[config.mk]
export PLATFORM = sky130hd
export DESIGN_NAME = fd_queue
export DESIGN_NICKNAME = d
export VERILOG_FILES = /design/src/rtl/fd_queue_pkg.sv /design/src/rtl/fdq_mem.sv /design/src/rtl/fd_queue.sv
export SDC_FILE = /design/constraint.sdc
export NUM_CORES = 1
export LEC_CHECK = 0
export ABC_AREA = 1
export CORE_MARGIN = 2
export CORE_UTILIZATION = 55
export DETAILED_ROUTE_END_ITERATION = 7
export PLACE_DENSITY = 0.81
export SLEW_MARGIN = 30
export SYNTH_ARGS = -nofsm -noshare
export SYNTH_HDL_FRONTEND = slang
export SYNTH_SLANG_ARGS = --single-unit
export TNS_END_PERCENT = 50
[constraint.sdc]
create_clock -name clk -period 8.05 [get_ports clk]
set_input_delay 2.0125 -clock clk [delete_from_list [all_inputs] [get_ports clk]]
set_output_delay 2.0125 -clock clk [all_outputs]
set_load 0.02 [all_outputs]
[src/rtl/fd_queue_pkg.sv]
// Shared types and constants for the fetch-to-decode instruction queue.
package fd_queue_pkg;

    localparam int FDQ_XLEN = 32;

    localparam logic [FDQ_XLEN-1:0] FDQ_NOP_RV  = 32'h00000013;
    localparam logic [FDQ_XLEN-1:0] FDQ_NOP_ARM = 32'hE1A00000;

    typedef struct packed {
        logic                arm;
        logic [FDQ_XLEN-1:0] instr;
        logic [FDQ_XLEN-1:0] pc;
        logic [FDQ_XLEN-1:0] pcplus4;
    } fdq_entry_t;

endpackage

[src/rtl/fdq_mem.sv]
// Entry storage for fd_queue: DEPTH registers, one write port, one combinational read port.
module fdq_mem
    import fd_queue_pkg::*;
#(
    parameter int DEPTH = 4,
    parameter int AW    = $clog2(DEPTH)
) (
    input  logic             clk,
    input  logic             we,
    input  logic [AW-1:0]    waddr,
    input  fdq_entry_t       wdata,
    input  logic [AW-1:0]    raddr,
    output fdq_entry_t       rdata
);

    // Data-only storage; validity is tracked by the queue's count, so no reset.
    fdq_entry_t mem_q [DEPTH];

    always_ff @(posedge clk) begin
        if (we) begin
            mem_q[waddr] <= wdata;
        end
    end

    assign rdata = mem_q[raddr];

endmodule

[src/rtl/fd_queue.sv]
// Fetch-to-decode instruction queue: circular buffer of fetched instructions with
// mode-correct NOP substitution when decode finds it empty.
module fd_queue
    import fd_queue_pkg::*;
#(
    parameter int               XLEN    = FDQ_XLEN,
    parameter int               DEPTH   = 4,
    parameter logic [XLEN-1:0]  NOP_RV  = FDQ_NOP_RV,
    parameter logic [XLEN-1:0]  NOP_ARM = FDQ_NOP_ARM,
    parameter int               AW      = $clog2(DEPTH),
    parameter int               CW      = $clog2(DEPTH) + 1
) (
    input  logic            clk,
    input  logic            rst,
    input  logic [XLEN-1:0] RDF,
    input  logic [XLEN-1:0] PCF,
    input  logic [XLEN-1:0] PCPlus4F,
    input  logic            armF,
    input  logic            ValidF,
    output logic            ReadyF,
    input  logic            StallD,
    input  logic            FlushD,
    output logic [XLEN-1:0] InstrD,
    output logic [XLEN-1:0] PCD,
    output logic [XLEN-1:0] PCPlus4D,
    output logic            armD,
    output logic            ValidD,
    output logic [CW-1:0]   CountD
);

    logic [AW-1:0] wr_ptr_q, wr_ptr_d;
    logic [AW-1:0] rd_ptr_q, rd_ptr_d;
    logic [CW-1:0] count_q, count_d;
    logic          last_arm_q, last_arm_d;

    logic       push, pop;
    fdq_entry_t wr_entry, head;

    assign ReadyF = (count_q != CW'(DEPTH));
    assign ValidD = (count_q != '0);

    // Flush wins over stall and over a same-cycle push.
    assign push = ValidF & ReadyF & ~FlushD;
    assign pop  = ValidD & ~StallD & ~FlushD;

    assign wr_entry = '{arm: armF, instr: RDF, pc: PCF, pcplus4: PCPlus4F};

    fdq_mem #(.DEPTH(DEPTH), .AW(AW)) u_mem (
        .clk   (clk),
        .we    (push),
        .waddr (wr_ptr_q),
        .wdata (wr_entry),
        .raddr (rd_ptr_q),
        .rdata (head)
    );

    always_comb begin
        wr_ptr_d   = wr_ptr_q;
        rd_ptr_d   = rd_ptr_q;
        count_d    = count_q;
        last_arm_d = last_arm_q;
        if (FlushD) begin
            wr_ptr_d = '0;
            rd_ptr_d = '0;
            count_d  = '0;
        end else begin
            if (push) begin
                wr_ptr_d = wr_ptr_q + AW'(1);
            end
            if (pop) begin
                rd_ptr_d   = rd_ptr_q + AW'(1);
                last_arm_d = head.arm;
            end
            if (push && !pop) begin
                count_d = count_q + CW'(1);
            end else if (pop && !push) begin
                count_d = count_q - CW'(1);
            end
        end
    end

    always_ff @(posedge clk or posedge rst) begin
        if (rst) begin
            wr_ptr_q   <= '0;
            rd_ptr_q   <= '0;
            count_q    <= '0;
            last_arm_q <= 1'b0;
        end else begin
            wr_ptr_q   <= wr_ptr_d;
            rd_ptr_q   <= rd_ptr_d;
            count_q    <= count_d;
            last_arm_q <= last_arm_d;
        end
    end

    // When empty, decode sees a bubble in the mode of the last instruction it consumed.
    assign armD     = ValidD ? head.arm     : last_arm_q;
    assign InstrD   = ValidD ? head.instr   : (last_arm_q ? NOP_ARM : NOP_RV);
    assign PCD      = ValidD ? head.pc      : '0;
    assign PCPlus4D = ValidD ? head.pcplus4 : '0;
    assign CountD   = count_q;

endmodule
# --- After elaboration in Yosys (flattened, before gate mapping) ---
# Memory sizes are Yosys's and may differ from the RTL's.
# Index checks and enable logic that the tools add are counted.
# W data, S select, Z words.
totals:
  ramBits: 388
  elab_cells: 39
  in_bits: 102
  memories: 1
  reg_bits: 8
classes:
  n_bitwise: 6
  n_addsub: 4
  muxes: 14
  n_reduce_logical: 9
  n_eq_ne: 1
memory_table:
  columns: ["name", "words", "word_bits", "read_ports", "rd_ports_with_merged_regs", "wr", "line", "rtl"]
  rows:
  - ["u_mem.mem_q", 4, 97, 1, 0, 1, "fdq_mem.sv:17", "fdq_entry_t mem_q [DEPTH];"]
ops:
  columns: ["cell", "count"]
  rows:
  - ["$mux W32", 4]
  - ["$mux W3", 3]
  - ["$mux W2", 4]
  - ["$reduce_bool A3 Y1", 2]
  - ["$add A2 B1 Y2 const B", 2]
  - ["$and A1 B1 Y1", 4]
  - ["$reduce_bool A2 Y1", 2]
  - ["$add A3 B1 Y3 const B", 1]
  - ["$mux W1", 3]
  - ["$ne A3 B3 Y1 const B", 1]
  - ["$sub A3 B1 Y3 const B", 1]
  - ["$logic_and A1 B1 Y1", 2]
  - ["$logic_not A1 Y1", 2]
  - ["$not A1 Y1", 2]
  - ["$reduce_and A2 Y1", 1]

# --- Logic depth before layout (Yosys ltp) ---
# Gate-level depths: netlist of the first run.
depth:
  depth_word: 8
  ltp_mapped: 11
  ltp_nobuf: 11

# --- Cells and area by module ---
# Synthesis of the first run repeated with hierarchy kept, for this count alone.
unflattened:
  cells_unflattened: 1797
  area_unflattened_um2: 17625.7
by_module_without_submodules:
  columns: ["module", "cells_each", "n_inst", "area_each_um2", "seq_area_each_um2"]
  rows:
  - ["fdq_mem", 1528, 1, 16350.7, 11651.2]
  - ["fd_queue", 269, 1, 1275.0, 200.2]

# --- Worst setup path after synthesis of the first run ---
# Ideal clock, no wire load.
synth_path:
  path_type: "in2reg"
  start: "input ValidF"
  end: "memory u_mem.mem_q[0][0] (netlist name) (enable)"
  setup_time_ns: 0.554
  n_path_buf: 0
  cell_stages: 4
  t_arrival_ns: 6.353
  path_slack_ns: 1.143
  required_time_ns: 7.496
  cell_sequence: "inv_1 -> a21oi_1 -> nand2_1 -> nor2_1"
synth_via:
  elab_chain_cells: 4
synth_lines:
  columns: ["item", "line", "rtl"]
  rows:
  - ["from (decl)", "fd_queue.sv:19", "input logic ValidF,"]
  - ["$and A1 B1 Y1 (2 in series)", "fd_queue.sv:43", "assign push = ValidF & ReadyF & ~FlushD;"]
  - ["$mux W1", "fdq_mem.sv:20", "if (we) begin"]
  - ["$mux W1 (not written as such)", "fdq_mem.sv:21", "mem_q[waddr] <= wdata;"]
  - ["to (decl)", "fdq_mem.sv:17", null]
# Every way passes these cells.

# --- Worst setup path in the final report of the first run ---
layout_path:
  start: "register rd_ptr_q[1]"
  end: "output InstrD[5]"
layout_via:
  elab_chain_cells: 2
layout_lines:
  columns: ["item", "line", "rtl"]
  rows:
  - ["from (decl)", "fd_queue.sv:32", "logic [AW-1:0] rd_ptr_q, rd_ptr_d;"]
  - ["from (signal assigned)", "fd_queue.sv:90", "rd_ptr_q <= rd_ptr_d;"]
  - ["$mem_v2 Z4 W97", null, null]
  - ["$mux W32", "fd_queue.sv:98", "assign InstrD = ValidD ? head.instr : (last_arm_q ? NOP_ARM : NOP_RV);"]
  - ["to (decl)", "fd_queue.sv:23", "output logic [XLEN-1:0] InstrD,"]
# Every way passes these cells.

==> impl_metrics.yaml, run 1 <==
sta:
  max-slew-margin-rel_pct: 38.17
  slew_violations: 0
  post-route-period-util_pct: 69.82
  timing.fmax_mhz: 177.9
  min_period_ps: 5620
  fin_skew_ps: 15.13
  worst_slack_ps: 2430
  setup_viol: 0
  max_slew.worst_pin.slew_ps: 927.4
  fin_tns_setup_ps: 0
  rsz0062_at_grt: "false"
  finalHoldViolCount: 0
setup_path:
  slowest_delay_ps: 870
  arrival_ps: 3610
  cp-start-kind: "flip-flop"
  crit_type: "flip-flop to primary output"
  worst_path_max_delay_cell: "dfrtp_4"
  crit_fanout: 63
  cp-end-kind: "primary output"
  critical_path.cell_chain: "clkinv_4, buf_4, nor2_1, o21ai_1, a21oi_1, clkdlybuf4s50_1"
  cp.required_ps: 6040
clock_network:
  cts_hold_buf: 0
  cts_inserted_buffers: 40
  clock-sinks: 396
  cts_tree: "done"
  post_cts_buffers: 0
  cts_resized: 0
  root_buffer: "clkbuf_16"
  clock_latency_ps: 510
  cts_buffer_depth: 3
  htreeDepth: 2
  clk_pin_slew_ps: 60
pwr:
  p_per_area_nw_per_um2: 349.0
  ir_drop_mv: 0.2862
  leakagePower_nw: 6.457
placed_design:
  numPortBuffers: 203
  place_ws_ps: 2960
  dpl_cell_area_um2: 17800
  dp_hpwl_um: 18620
  gp_congestion: 0.7613
logic_synthesis:
  synth_top_area_share_pct: 74.98
  synth_top_area_cell: "edfxtp_1"
  synth_area_leaders: "edfxtp_1 (75%), nor2_1 (9.0%), o21ai_1 (3.5%)"
  synth.most_common_cell: "edfxtp_1"
  synthArstFlopShare_pct: 2.020
  syn_avg_cell_area_um2: 12.75
  ys_ff_latch: 396
  synth_top_flop_cell: "edfxtp_1"
  postSynthCellCount: 1219
  syn_area_um2: 15540
  synth_edf_count: 388
  synth.top_cells.by_count: "edfxtp_1 (388), nor2_1 (372), o21ai_1 (109)"
  synth_nets: 1326
  ys_seq_area_share_pct: 76.26
  synth.distinct_cells: 26
  yosys_warnings: 0
global_route:
  overflow: 0
  grt_pass1_vias: 9601
  grt_max_degree: 168
  track_usage_pct: 22.43
  grt_first_pass_wirelength_um: 50910
  antenna_found_initial: 3
drt:
  routed_via_density: 5.488
  post_drt_wl_per_cell_um: 18.70
  totalWireLength_um: 33860
  drtIter0Drc: 1029
  drc: 0
  num_vias: 9933
  first_pass_iters: 6
  ant_nets: 0
finish:
  fin_area_um2: 19090
  multiInputGateArea_um2: 3237
  drive_gt1_share_pct: 5.455
  n_fill_cell: 1931
  regArea_um2: 11860
  layout.nets: 1509
  areaGrowthSynthToFinish_pct: 22.83
die:
  core-area_um2: 27780
  dieArea_um2: 29620
  start_util_pct: 55.94
  die_h_um: 172.1
  ios: 204
  num_rows: 61
  fp.dieW_um: 172.1
worst_hold_path:
  hp-class: "flip-flop to flip-flop"
status:
  outcome: "finished clean"
run:
  max_cap_viol_count: 0
final cells by class:
cell class / instances / area share [%]
diodes: 2 / 0.02622
clock buffers: 51 / 5.572
clock inverters: 19 / 1.127
inverters: 19 / 0.4457
multi-input cells: 730 / 16.96
flip-flops and latches: 396 / 62.13
well taps: 378 / 2.478
repair buffers: 215 / 11.27
flip-flops by register name, summed over array words and instances, names as in the netlist:
name / cells
u_mem.mem_q: 388
CountD: 3
rd_ptr_q: 2
wr_ptr_q: 2
last_arm_q: 1
worst max-delay path: cells and delay by family (launching register included):
kind	cells	cell delay, ps
flip-flops	1	870
AND/OR/NAND/NOR	1	170
buffers and inverters	3	1750
AO/OA/AOI/OAI	2	290
kinds of logic after synthesis:
family                   after synthesis  share of synthesized area [%]
adder cells (fa/ha/maj)                5                         0.4509
flip-flops                           396                          76.26
XOR/XNOR                               1                        0.05637
AO/OA/AOI/OAI                        299                          9.718
AND/OR/NAND/NOR                      425                          10.41
buffers and inverters                 93                          3.100
final timing paths:
path	startpoint	to	slack, ps	cells past startpoint
max in group asynchronous	rst	rd_ptr_q[1]	6010	2
worst min-delay path	last_arm_q	last_arm_q	550	2
worst max register to register	CountD[2]	u_mem.mem_q[2][57]	5510	4
worst min register to register	last_arm_q	last_arm_q	550	2
worst max-delay path	rd_ptr_q[1]	InstrD[5]	2430	6
min in group asynchronous	rst	CountD[2]	1770	2
per-layer routing:
layer | track usage (%) | vias up | part of all wire, %
met5 | 0 | - | 0.080
met4 | 7.271 | 4 | 2.4
met3 | 4.761 | 70 | 7.2
met2 | 37.89 | 352 | 50
met1 | 29.34 | 4818 | 41
li1 | - | 4689 | -
per-stage QoR:
| stage | total power, mW | hold slack (ps) | util, % | std cells |
|---|---|---|---|---|
| after global placement | 4.869 | 533.6 | 64.05 | 1738 |
| after global routing | 6.966 | 598.3 | 68.69 | 1808 |
| after detailed placement | 4.900 | 542.0 | 64.07 | 1738 |
| final | 6.661 | 546.8 | 68.71 | 1810 |
| after floorplan | 3.872 | 489.4 | - | 1219 |
| after CTS | 6.710 | 555.7 | 68.68 | 1808 |
placed cells by master (no fill, tap or decap), types with 2 or more instances in the layout:
| cell type | count |
|---|---|
| nand2_1 | 45 |
| clkbuf_16 | 41 |
| clkdlybuf4s50_1 | 203 |
| nand3_1 | 3 |
| a21oi_1 | 91 |
| buf_4 | 9 |
| nand2_2 | 2 |
| edfxtp_1 | 388 |
| ha_1 | 4 |
| dfrtp_4 | 2 |
| inv_1 | 16 |
| nor2_4 | 5 |
| clkinv_4 | 2 |
| o22ai_1 | 9 |
| bufinv_16 | 5 |
| o21ai_0 | 89 |
| diode_2 | 2 |
| clkbuf_1 | 10 |
| clkinv_1 | 7 |
| dfrtp_1 | 6 |
| nor2_1 | 368 |
| clkinv_2 | 7 |
| buf_12 | 2 |
| o21ai_1 | 109 |
power breakdown:
group | total (mW) | internal (mW) | switching (mW)
Combinational | 2.39 | 0.912 | 1.48
Sequential | 2.46 | 2.40 | 0.0591
Clock | 1.81 | 1.09 | 0.715
Total | 6.66 | 4.40 | 2.26
(Power assumes the default switching activity.)
==> run 2: changes to the inputs <==
--- a/config.mk
+++ b/config.mk
@@ -7,9 +7,9 @@
 export LEC_CHECK = 0
 export ABC_AREA = 1
 export CORE_MARGIN = 2
-export CORE_UTILIZATION = 55
+export CORE_UTILIZATION = 50
 export DETAILED_ROUTE_END_ITERATION = 7
-export PLACE_DENSITY = 0.81
+export PLACE_DENSITY = 0.77
 export SLEW_MARGIN = 30
 export SYNTH_ARGS = -nofsm -noshare
 export SYNTH_HDL_FRONTEND = slang
==> constraint.sdc (replaced) <==
create_clock -name clk -period 5.1 [get_ports clk]
set_input_delay 1.275 -clock clk [delete_from_list [all_inputs] [get_ports clk]]
set_output_delay 1.275 -clock clk [all_outputs]
set_load 0.02 [all_outputs]
==> run 2 against run 1 <==
  * First-iteration DRC count fell by 18%
  * Cell count is 0.94% higher
  * Largest power group unchanged
  * Routed wire length is 1.2% higher
  * Clock power up 45%
  * Total power rose by 56%
  * Clock-buffer cell count down 3
  * Clock skew is 4.0 ps lower
  * Hold slack improved by 5.2 ps
  * Largest cell class unchanged
==> impl_metrics.yaml, run 2 (synthesis gave the netlist of run 1 again) <==
status:
  outcome: "finished clean"
worst_hold_path:
  hp-start: "last_arm_q"
  hp-class: "flip-flop to flip-flop"
placed_design:
  numPortBuffers: 203
  dp_hpwl_um: 19180
  place_ws_ps: 1066
  gp_congestion: 0.7949
global_route:
  overflow: 0
  track_usage_pct: 20.88
  grt_pass1_vias: 9917
  grt_max_degree: 148
  grt_first_pass_wirelength_um: 53730
  antenna_found_initial: 5
drt:
  totalWireLength_um: 34250
  post_drt_wl_per_cell_um: 18.75
  wl_met2_um: 16670
  top_layer_used: "met5"
  first_pass_iters: 5
  num_vias: 9928
  ant_nets: 0
  drtIter0Drc: 843
  dr_wl_met3_um: 2663
  drc: 0
  met1_length_um: 13950
  routed_via_density: 5.434
setup_path:
  r2r_start: "CountD[2]"
  crit_type: "flip-flop to primary output"
  cp.required_ps: 3830
  crit_start: "rd_ptr_q[0]"
  arrival_ps: 3290
  crit_fanout: 147
  cp-end-kind: "primary output"
  cp-start-kind: "flip-flop"
clock_network:
  cts_resized: 0
  clk_pin_slew_ps: 60
  cts_hold_buf: 0
  cts_inserted_buffers: 40
  cts_tree: "done"
  htreeDepth: 2
  cts_buffer_depth: 3
  root_buffer: "clkbuf_16"
  clock_latency_ps: 520
  clock-sinks: 396
  post_cts_buffers: 0
finish:
  regArea_um2: 11860
  layout_common_cells: "edfxtp_1 (388), nor2_1 (368), clkdlybuf4s50_1 (203)"
  final_util_pct: 62.51
  antenna_cells: 0
  areaGrowthSynthToFinish_pct: 23.04
  layout.nets: 1516
  layout_commonest_cell: "edfxtp_1"
  multiInputGateArea_um2: 3237
  n_fill_cell: 2281
  drive_gt1_share_pct: 5.590
  largest_register_ff_count: 388
  largest_register: "u_mem.mem_q"
die:
  core-area_um2: 30590
  num_rows: 64
  die_h_um: 180.3
  ios: 204
  start_util_pct: 50.80
  dieArea_um2: 32510
  fp.dieW_um: 180.3
sta:
  max-slew-margin-rel_pct: 46.56
  setup_viol: 0
  timing.fmax_mhz: 219.3
  post-route-period-util_pct: 89.42
  finalHoldViolCount: 0
  min_period_ps: 4561
  max_slew.worst_pin.slew_ps: 801.6
  rsz0062_at_grt: "false"
  whs_ps: 552.1
  slew_violations: 0
  worst_slack_ps: 539.4
  fin_skew_ps: 11.15
pwr:
  power_mw: 10.36
  p_per_area_nw_per_um2: 542.1
  leakagePower_nw: 6.459
  ir_drop_mv: 0.4203
run:
  max_cap_viol_count: 0
[run 2: cell types whose count changed in the layout (fill, tap and decap cells not counted), sizes merged]
| cell | previous run | this run |
|---|---|---|
| buf | 12 | 19 |
| clkbuf | 51 | 48 |
| inv | 17 | 18 |
| bufinv | 5 | 1 |
| diode | 2 | 0 |
[run 2: report_power, final]
group | leakage [nW] | switching [mW] | internal [mW] | total [mW]
Sequential | 3.62 | 0.120 | 3.79 | 3.91
Combinational | 2.27 | 2.34 | 1.50 | 3.84
Clock | 0.565 | 1.11 | 1.50 | 2.62
[run 2: final timing paths]
kind	endpoint	depth (start not counted)	slack (ps)
min reg2reg	last_arm_q	2	550
max	PCD[31]	6	540
min in group asynchronous	rd_ptr_q[0]	2	1030
max in group asynchronous	rd_ptr_q[1]	2	3780
max reg2reg	u_mem.mem_q[2][81]	4	2670
min	last_arm_q	2	550
[run 2: cell type report]
type	instances	share of cell area [%]
well taps	396	2.591
multi-input cells	730	16.93
repair buffers	222	12.03
clock inverters	16	0.5104
flip-flops and latches	396	62.02
inverters	19	0.4188
clock buffers	48	5.503
[run 2: critical path, stage by stage, from the launching register on]
cell and delay (ps):
dfrtp_4 790, buf_12 520, nor2_1 110, nor2_1 100, o21ai_0 100, a21oi_1 270
clkdlybuf4s50_1 670
[run 2: per-stage QoR]
step | instances | cell area (um^2) | setup TNS [ps]
floorplan | 1219 | 15540 | -414840
global placement | 1763 | 17970 | 0
detailed placement | 1763 | 17970 | 0
CTS | 1827 | 19120 | 0
global route | 1827 | 19120 | 0
finish | 1827 | 19120 | 0
[run 2: layer usage]
| metal | vias up | global-route usage, % |
|---|---|---|
| li1 | 4699 | - |
| met1 | 4791 | 27.08 |
| met2 | 364 | 34.90 |
| met3 | 68 | 4.931 |
| met4 | 6 | 6.935 |
| met5 | - | 0 |
==> run 3: changes to the inputs <==
--- a/config.mk
+++ b/config.mk
@@ -7,9 +7,9 @@
 export LEC_CHECK = 0
 export ABC_AREA = 1
 export CORE_MARGIN = 2
-export CORE_UTILIZATION = 50
+export CORE_UTILIZATION = 45
 export DETAILED_ROUTE_END_ITERATION = 7
-export PLACE_DENSITY = 0.77
+export PLACE_DENSITY = 0.71
 export SLEW_MARGIN = 30
 export SYNTH_ARGS = -nofsm -noshare
 export SYNTH_HDL_FRONTEND = slang
==> run 3 against run 2 <==
  * Core utilization shrank 6.5 points
  * Clock-buffer cell count grew 2
  * Sequential cell count is the same
  * Final area grew 0.48%
  * Sequential share of layout area shrank 0.30 points
  * Global-route usage shrank 1.3 points
  * Clock skew is essentially flat
  * Setup slack gained 15 ps
  * Critical endpoint is now InstrD[1]
  * Largest power group is now combinational cells
==> impl_metrics.yaml, run 3 (synthesis gave the netlist of run 1 again) <==
drt:
  num_vias: 9926
  routed_via_density: 5.244
  totalWireLength_um: 35260
  drtIter0Drc: 881
  drc: 0
  post_drt_wl_per_cell_um: 18.63
  first_pass_iters: 5
  ant_nets: 0
pwr:
  ir_drop_mv: 0.3821
  cellInternalPower_mw: 6.855
  p_seq_share_pct: 36.9
  p_switching_mw: 3.642
  clkPwrFrac_pct: 25.9
  leakagePower_nw: 6.470
  combPwrFrac_pct: 37.2
  sw_frac_of_total_pct: 34.69
  p_per_area_nw_per_um2: 546.3
global_route:
  grt_pass1_vias: 9954
  grt_max_degree: 196
  track_usage_pct: 19.62
  overflow: 0
  grt_first_pass_wirelength_um: 54870
  antenna_found_initial: 2
clock_network:
  cts_tree: "done"
  cts_buffer_depth: 3
  htreeDepth: 2
  cts_inserted_buffers: 41
  clk_pin_slew_ps: 60
  cts_hold_buf: 0
  post_cts_buffers: 0
  root_buffer: "clkbuf_16"
  clock-sinks: 396
  cts_resized: 0
  clock_latency_ps: 520
sta:
  max-slew-margin-rel_pct: 36.28
  fin_tns_setup_ps: 0
  rsz0062_at_grt: "false"
  max_slew.worst_pin.slew_ps: 955.9
  setup_viol: 0
  slew_violations: 0
  timing.fmax_mhz: 220.0
  finalHoldViolCount: 0
  min_period_ps: 4546
  fin_skew_ps: 10.81
  post-route-period-util_pct: 89.14
die:
  fp.dieW_um: 189.8
  dieArea_um2: 36040
  num_rows: 68
  die_h_um: 189.8
  core-area_um2: 34290
  start_util_pct: 45.32
  ios: 204
setup_path:
  crit_fanout: 59
  arrival_ps: 3270
  r2r_start: "CountD[2]"
  r2r_end: "CountD[2]"
  crit_start: "rd_ptr_q[1]"
  crit_type: "flip-flop to primary output"
  crit_path_end: "InstrD[1]"
  cp.required_ps: 3830
  rr_worst_depth: 11
  cp-start-kind: "flip-flop"
  r2r_slack_ps: 2770
  cp-end-kind: "primary output"
placed_design:
  numPortBuffers: 203
  dpl_cell_area_um2: 17990
  gp_congestion: 0.7619
  dp_cells: 1822
  dp_hpwl_um: 19200
status:
  outcome: "finished clean"
finish:
  n_fill_cell: 2765
  layout.nets: 1517
  largest_register: "u_mem.mem_q"
  layout_common_cells: "edfxtp_1 (388), nor2_1 (368), clkdlybuf4s50_1 (203)"
  fin_area_um2: 19210
  areaGrowthSynthToFinish_pct: 23.64
  layout_commonest_cell: "edfxtp_1"
  finalNonFillerCells: 1893
  largest_register_ff_count: 388
  drive_gt1_share_pct: 5.637
run:
  max_cap_viol_count: 0
worst_hold_path:
  hp-start: "last_arm_q"
  hp-class: "flip-flop to flip-flop"
run 3: cell types whose count changed in the layout (fill, tap and decap cells not counted), sizes merged:
| cell | change |
|---|---|
| clkbuf | +2 |
| inv | +1 |
| clkinv | +2 |
| clkinvlp | +1 |
| diode | +1 |
run 3: stage by stage:
stage	power (mW)	worst slack, ps	util [%]	hold slack [ps]
after global placement	7.840	1100	52.48	553.9
final	10.50	554.1	56.04	575.8
after CTS	10.60	491.4	56.03	581.6
after global routing	11.01	361.7	56.04	640.3
after detailed placement	7.871	1072	52.48	567.2
after floorplan	6.111	-1069	-	489.4
run 3: worst max-delay path, stage by stage, from the launching register on:
cell             delay (ps)
dfrtp_4                 760
buf_4                   720
o21ai_0                 210
o22ai_1                 200
nand2_1                  90
nand2_1                 100
clkdlybuf4s50_1         610
run 3: area by class of cell:
type                       instances  area, um^2  area share (%)
timing repair buffer             222        2250           11.71
tap                              455       569.3           2.963
antenna                            1       2.502         0.01302
multi-input combinational        730        3237           16.85
sequential                       396       11860           61.72
clock inverter                    20       113.9          0.5926
clock buffer                      50        1102           5.737
inverter                          19       80.08          0.4168
run 3: power by group through the flow:
stage                     sequential (mW)  combinational [mW]  clock, mW
final                                3.87                3.91       2.72
after global routing                 3.89                4.22       2.90
after CTS                            3.87                3.96       2.77
after detailed placement             3.94                3.93          0
after global placement               3.93                3.91          0
after floorplan                      3.94                2.17          0
run 3: worst min path at each step:
stage                  to  slack (ps)  cells after the start
6_report       last_arm_q         580                      2
5_1_grt        last_arm_q         640                      2
2_1_floorplan  last_arm_q         490                      2
3_3_place_gp   last_arm_q         550                      2
3_5_place_dp   last_arm_q         570                      2
4_1_cts        last_arm_q         580                      2
run 3: metal layers:
metal | share of wire [%] | vias to the layer above | global-route usage [%] | wire length, um
met5 | 0.037 | - | 0 | 13
met4 | 2.1 | 2 | 5.695 | 747
met3 | 6.7 | 52 | 3.763 | 2366
met2 | 48 | 338 | 32.65 | 17010
met1 | 43 | 4840 | 26.42 | 15130
li1 | - | 4694 | - | -
==> patch 1 (settings of run 2) <==
Register the output `CountD` once more, cleared by the reset; this adds one clock of latency there. The other outputs are not delayed to match.
--- a/src/rtl/fd_queue.sv
+++ b/src/rtl/fd_queue.sv
@@ -98,6 +98,12 @@
     assign InstrD   = ValidD ? head.instr   : (last_arm_q ? NOP_ARM : NOP_RV);
     assign PCD      = ValidD ? head.pc      : '0;
     assign PCPlus4D = ValidD ? head.pcplus4 : '0;
-    assign CountD   = count_q;
+    always_ff @(posedge clk or posedge rst) begin
+        if (rst) begin
+            CountD <= '0;
+        end else begin
+            CountD <= count_q;
+        end
+    end
 
 endmodule
Formal check against the unedited RTL: not equivalent (a bounded check fails within 4 cycles, from zero or initial values and one cycle with rst high).
==> patch 1 against run 2 <==
  * Wire length down 1.3%
  * Worst hold slack got worse by 120 ps
  * Total power fell by 3.9%
  * Via count is 0.68% lower
  * Sequential share of layout area increased by 0.23 points
  * Non-clock buffer count fell by 1
  * Setup slack better by 21 ps
  * Cell count rose by 0.33%
  * Final area grew 0.27%
  * Utilization is essentially flat
  * Maximum frequency up 0.47%
  * Sequential cell count rose by 3
  * Synthesized area rose by 0.39%
  * Synthesized cell count stayed put
==> patch 1: results (changes against run 2) <==
- The flow ran to the end, and the final reports show no timing, DRC or antenna violations.
- The register bit total from synthesis came to 399 (+0.76%).
- The pin count of the biggest net entering global routing came to 94 (-36%).
- CTS buffer count: 39 (-2.5%)
- DR top layer: met4
- Fraction of the mapped netlist area in adder cells: 0.004491 (-0.00001736)
* Leakage power total: 6.510 nW (+0.79%)
* Placed instance area: 17920 sq um (-0.29%)
- FILL cells: 2236 (-2.0%)
- The length of routed wiring on met1 was 13730 um (-1.6%).
* Placer congestion estimate: 0.7670 (-3.5%)
* Slew at the pin closest to its max-slew limit: 841.9 ps (+40.29 ps)
* Data arrival, critical path: 3260 ps (-30 ps)
* Non-clk bufs: 221 (-0.45%)
- The worst register-to-register path ends at count_q[2]$_DFFE_PP0P_.
* Global routing usage summed across all routing layers: 0.2040 (-0.004751)
* Combined area of the multi-input logic cells: 3226 sq um (-0.35%)
- Average wire per standard cell: 18.45 um (-1.6%)
* Share of synthesized registers carrying an async set or reset: 0.02757 (+0.007367)
- The XOR/XNOR share of the synthesized area came to 0.0005614 (-0.000002170).
- The total length of routed wires is 33820 um (-1.3%).
- Non-clock buffer share: 0.1143 (-0.005935)
- The clock-cell share of area is 0.06520 (+0.005060).
- In the synthesized netlist, the cells that appear most often are edfxtp_1 (388), nor2_1 (371), o21ai_0 (99), o21ai_1 (99), a21oi_1 (91).
* Count of nets after finishing: 1514 (-0.13%)
- The number of global-route vias before repair was 9792 (-1.3%).
patch 1: cell types whose count changed in the layout (fill, tap and decap cells not counted), moves of 2 or more:
cell	before	now
o21ai_0	89	99
o21ai_1	109	99
buf_12	10	2
clkinv_2	6	14
buf_4	9	16
clkbuf_1	7	4
dfrtp_1	6	9
bufinv_16	1	3
clkinv_1	9	7
inv_1	16	14
nand2_2	2	0
patch 1: worst max-delay path, stage by stage (launching register included):
cell,delay (ps)
dfrtp_4,760
buf_4,630
nor2_1,120
nor2_1,140
o21ai_0,140
a21oi_1,260
clkdlybuf4s50_1,650
patch 1: power breakdown:
part	switching, mW	leakage [nW]	internal, mW
combinational	1.99	2.23	1.28
sequential	0.111	3.66	3.81
clock	1.16	0.622	1.62
patch 1: logic make-up (layout without fill, tap and decap cells):
family                     Yosys count  in the layout
AOI/OAI and AO/OA                  300            300
xor gates and xnor gates             1              1
adders and majority gates            5              5
buffers and inverters               92            309
DFF                                399            399
other                                0              1
and+or+nand+nor                    422            422
==> patch 2 (config.mk and constraints of run 2) <==
Without the edit above. `DEPTH` is set to 4 in 2 places; all go to 8.
--- a/src/rtl/fdq_mem.sv
+++ b/src/rtl/fdq_mem.sv
@@ -2,7 +2,7 @@
 module fdq_mem
     import fd_queue_pkg::*;
 #(
-    parameter int DEPTH = 4,
+    parameter int DEPTH = 8,
     parameter int AW    = $clog2(DEPTH)
 ) (
     input  logic             clk,
--- a/src/rtl/fd_queue.sv
+++ b/src/rtl/fd_queue.sv
@@ -4,7 +4,7 @@
     import fd_queue_pkg::*;
 #(
     parameter int               XLEN    = FDQ_XLEN,
-    parameter int               DEPTH   = 4,
+    parameter int               DEPTH   = 8,
     parameter logic [XLEN-1:0]  NOP_RV  = FDQ_NOP_RV,
     parameter logic [XLEN-1:0]  NOP_ARM = FDQ_NOP_ARM,
     parameter int               AW      = $clog2(DEPTH),
Interface: changed (resized CountD); port bits go from 204 to 205. The function was not compared with the original's and may differ.
==> patch 2 against run 2 <==
  * Setup slack worse by 140 ps
  * Clock power up 110%
  * Combinational power rose by 36%
  * Wire length up 110%
  * Synthesized cell count is 90% higher
  * Final area is 88% higher
  * Sequential cell count is 391 higher
  * Total power rose by 74%
  * Clock skew up 5.2 ps
  * Synthesized area increased by 97%
  * Critical endpoint unchanged
==> patch 2: results (changes against run 2) <==
- The run finished with clean final reports.
* Cell with the largest stage delay on the worst path: clkdlybuf4s50_1
- The fraction of the mapped netlist area in adder cells is 0.002286 (-0.002223).
- Leakage power total: 11.73 nW (+82%)
* Wire length of the first global-routing pass: 109900 um (+100%)
* Per-instance average area after synthesis: 13.25 sq um (+4.0%)
- The H-tree depth reported by CTS came to 3 (+1).
* Number of global-route vias before repair: 19584 (+97%)
- CTS buffer count: 78 (+95%)
- The pin count of the biggest net entering global routing came to 226 (+53%).
* GR met3 Demand/Resource: 0.04106 (-0.008252)
- Placer congestion estimate: 0.7391 (-7.0%)
- The sum of met2 wire segment lengths after detailed routing came to 36580 um (+120%).
* Post-Syn Nets: 2420 (+83%)
- Tightest hold margin: 568.9 ps (+16.79 ps)
* Cell Count, Final, Fillers Out: 3309 (+81%)
- The count of TritonRoute iterations in the first routing pass is 6 (+1).
- Worst-case register-to-register setup slack: 2210 ps (-460 ps)
* Worst R2R End: CountD[3]$_DFFE_PP0P_
* Hold path startpoint: CountD[3]$_DFFE_PP0P_
- Layout cell share with drive strength beyond 1: 0.05822 (+0.002313)
- The compound-gate portion of the synthesized area was 0.1200 (+0.02281).
- PortBufs: 204 (+0.49%)
* Global routing usage summed across all routing layers: 0.2259 (+0.01717)
* Worst hold path endpoint: CountD[3]$_DFFE_PP0P_
* Share of synthesized registers carrying an async set or reset: 0.01398 (-0.006225)
* Achievable Freq: 0.2128 GHz (-2.9%)
[patch 2: cell count changes in the layout (fill, tap and decap cells not counted), moves of 11 or more]
cell	run 2	this run
o21ai_0	89	374
edfxtp_1	388	776
clkinv_1	9	23
o211ai_1	0	18
clkbuf_16	41	81
nor2_1	368	589
buf_12	10	23
nand3_1	3	14
o22ai_1	9	174
a21oi_1	91	5
[patch 2: final cells by class]
class	instances	area (sq um)
antenna	2	5.005
clock buffer	95	2079
clock inverter	44	321.6
fill	4364	24540
inverter	18	80.08
multi-input combinational	1348	6331
sequential	787	23590
tap	782	978.4
timing repair buffer	233	2547
[patch 2: power breakdown]
group          switching, mW  internal (mW)  leakage (nW)
clock network           2.29           3.10          1.17
logic                   3.35           1.89          3.42
registers             0.0673           7.31          7.15
total                   5.71           12.3          11.7
[patch 2: worst max-delay path, delay by kind of cell, from the launching register on]
family                 cells  cell delay [ps]
flip-flops                 1              530
AO/OA/AOI/OAI              3              350
AND/OR/NAND/NOR            1              340
buffers and inverters      3             1550
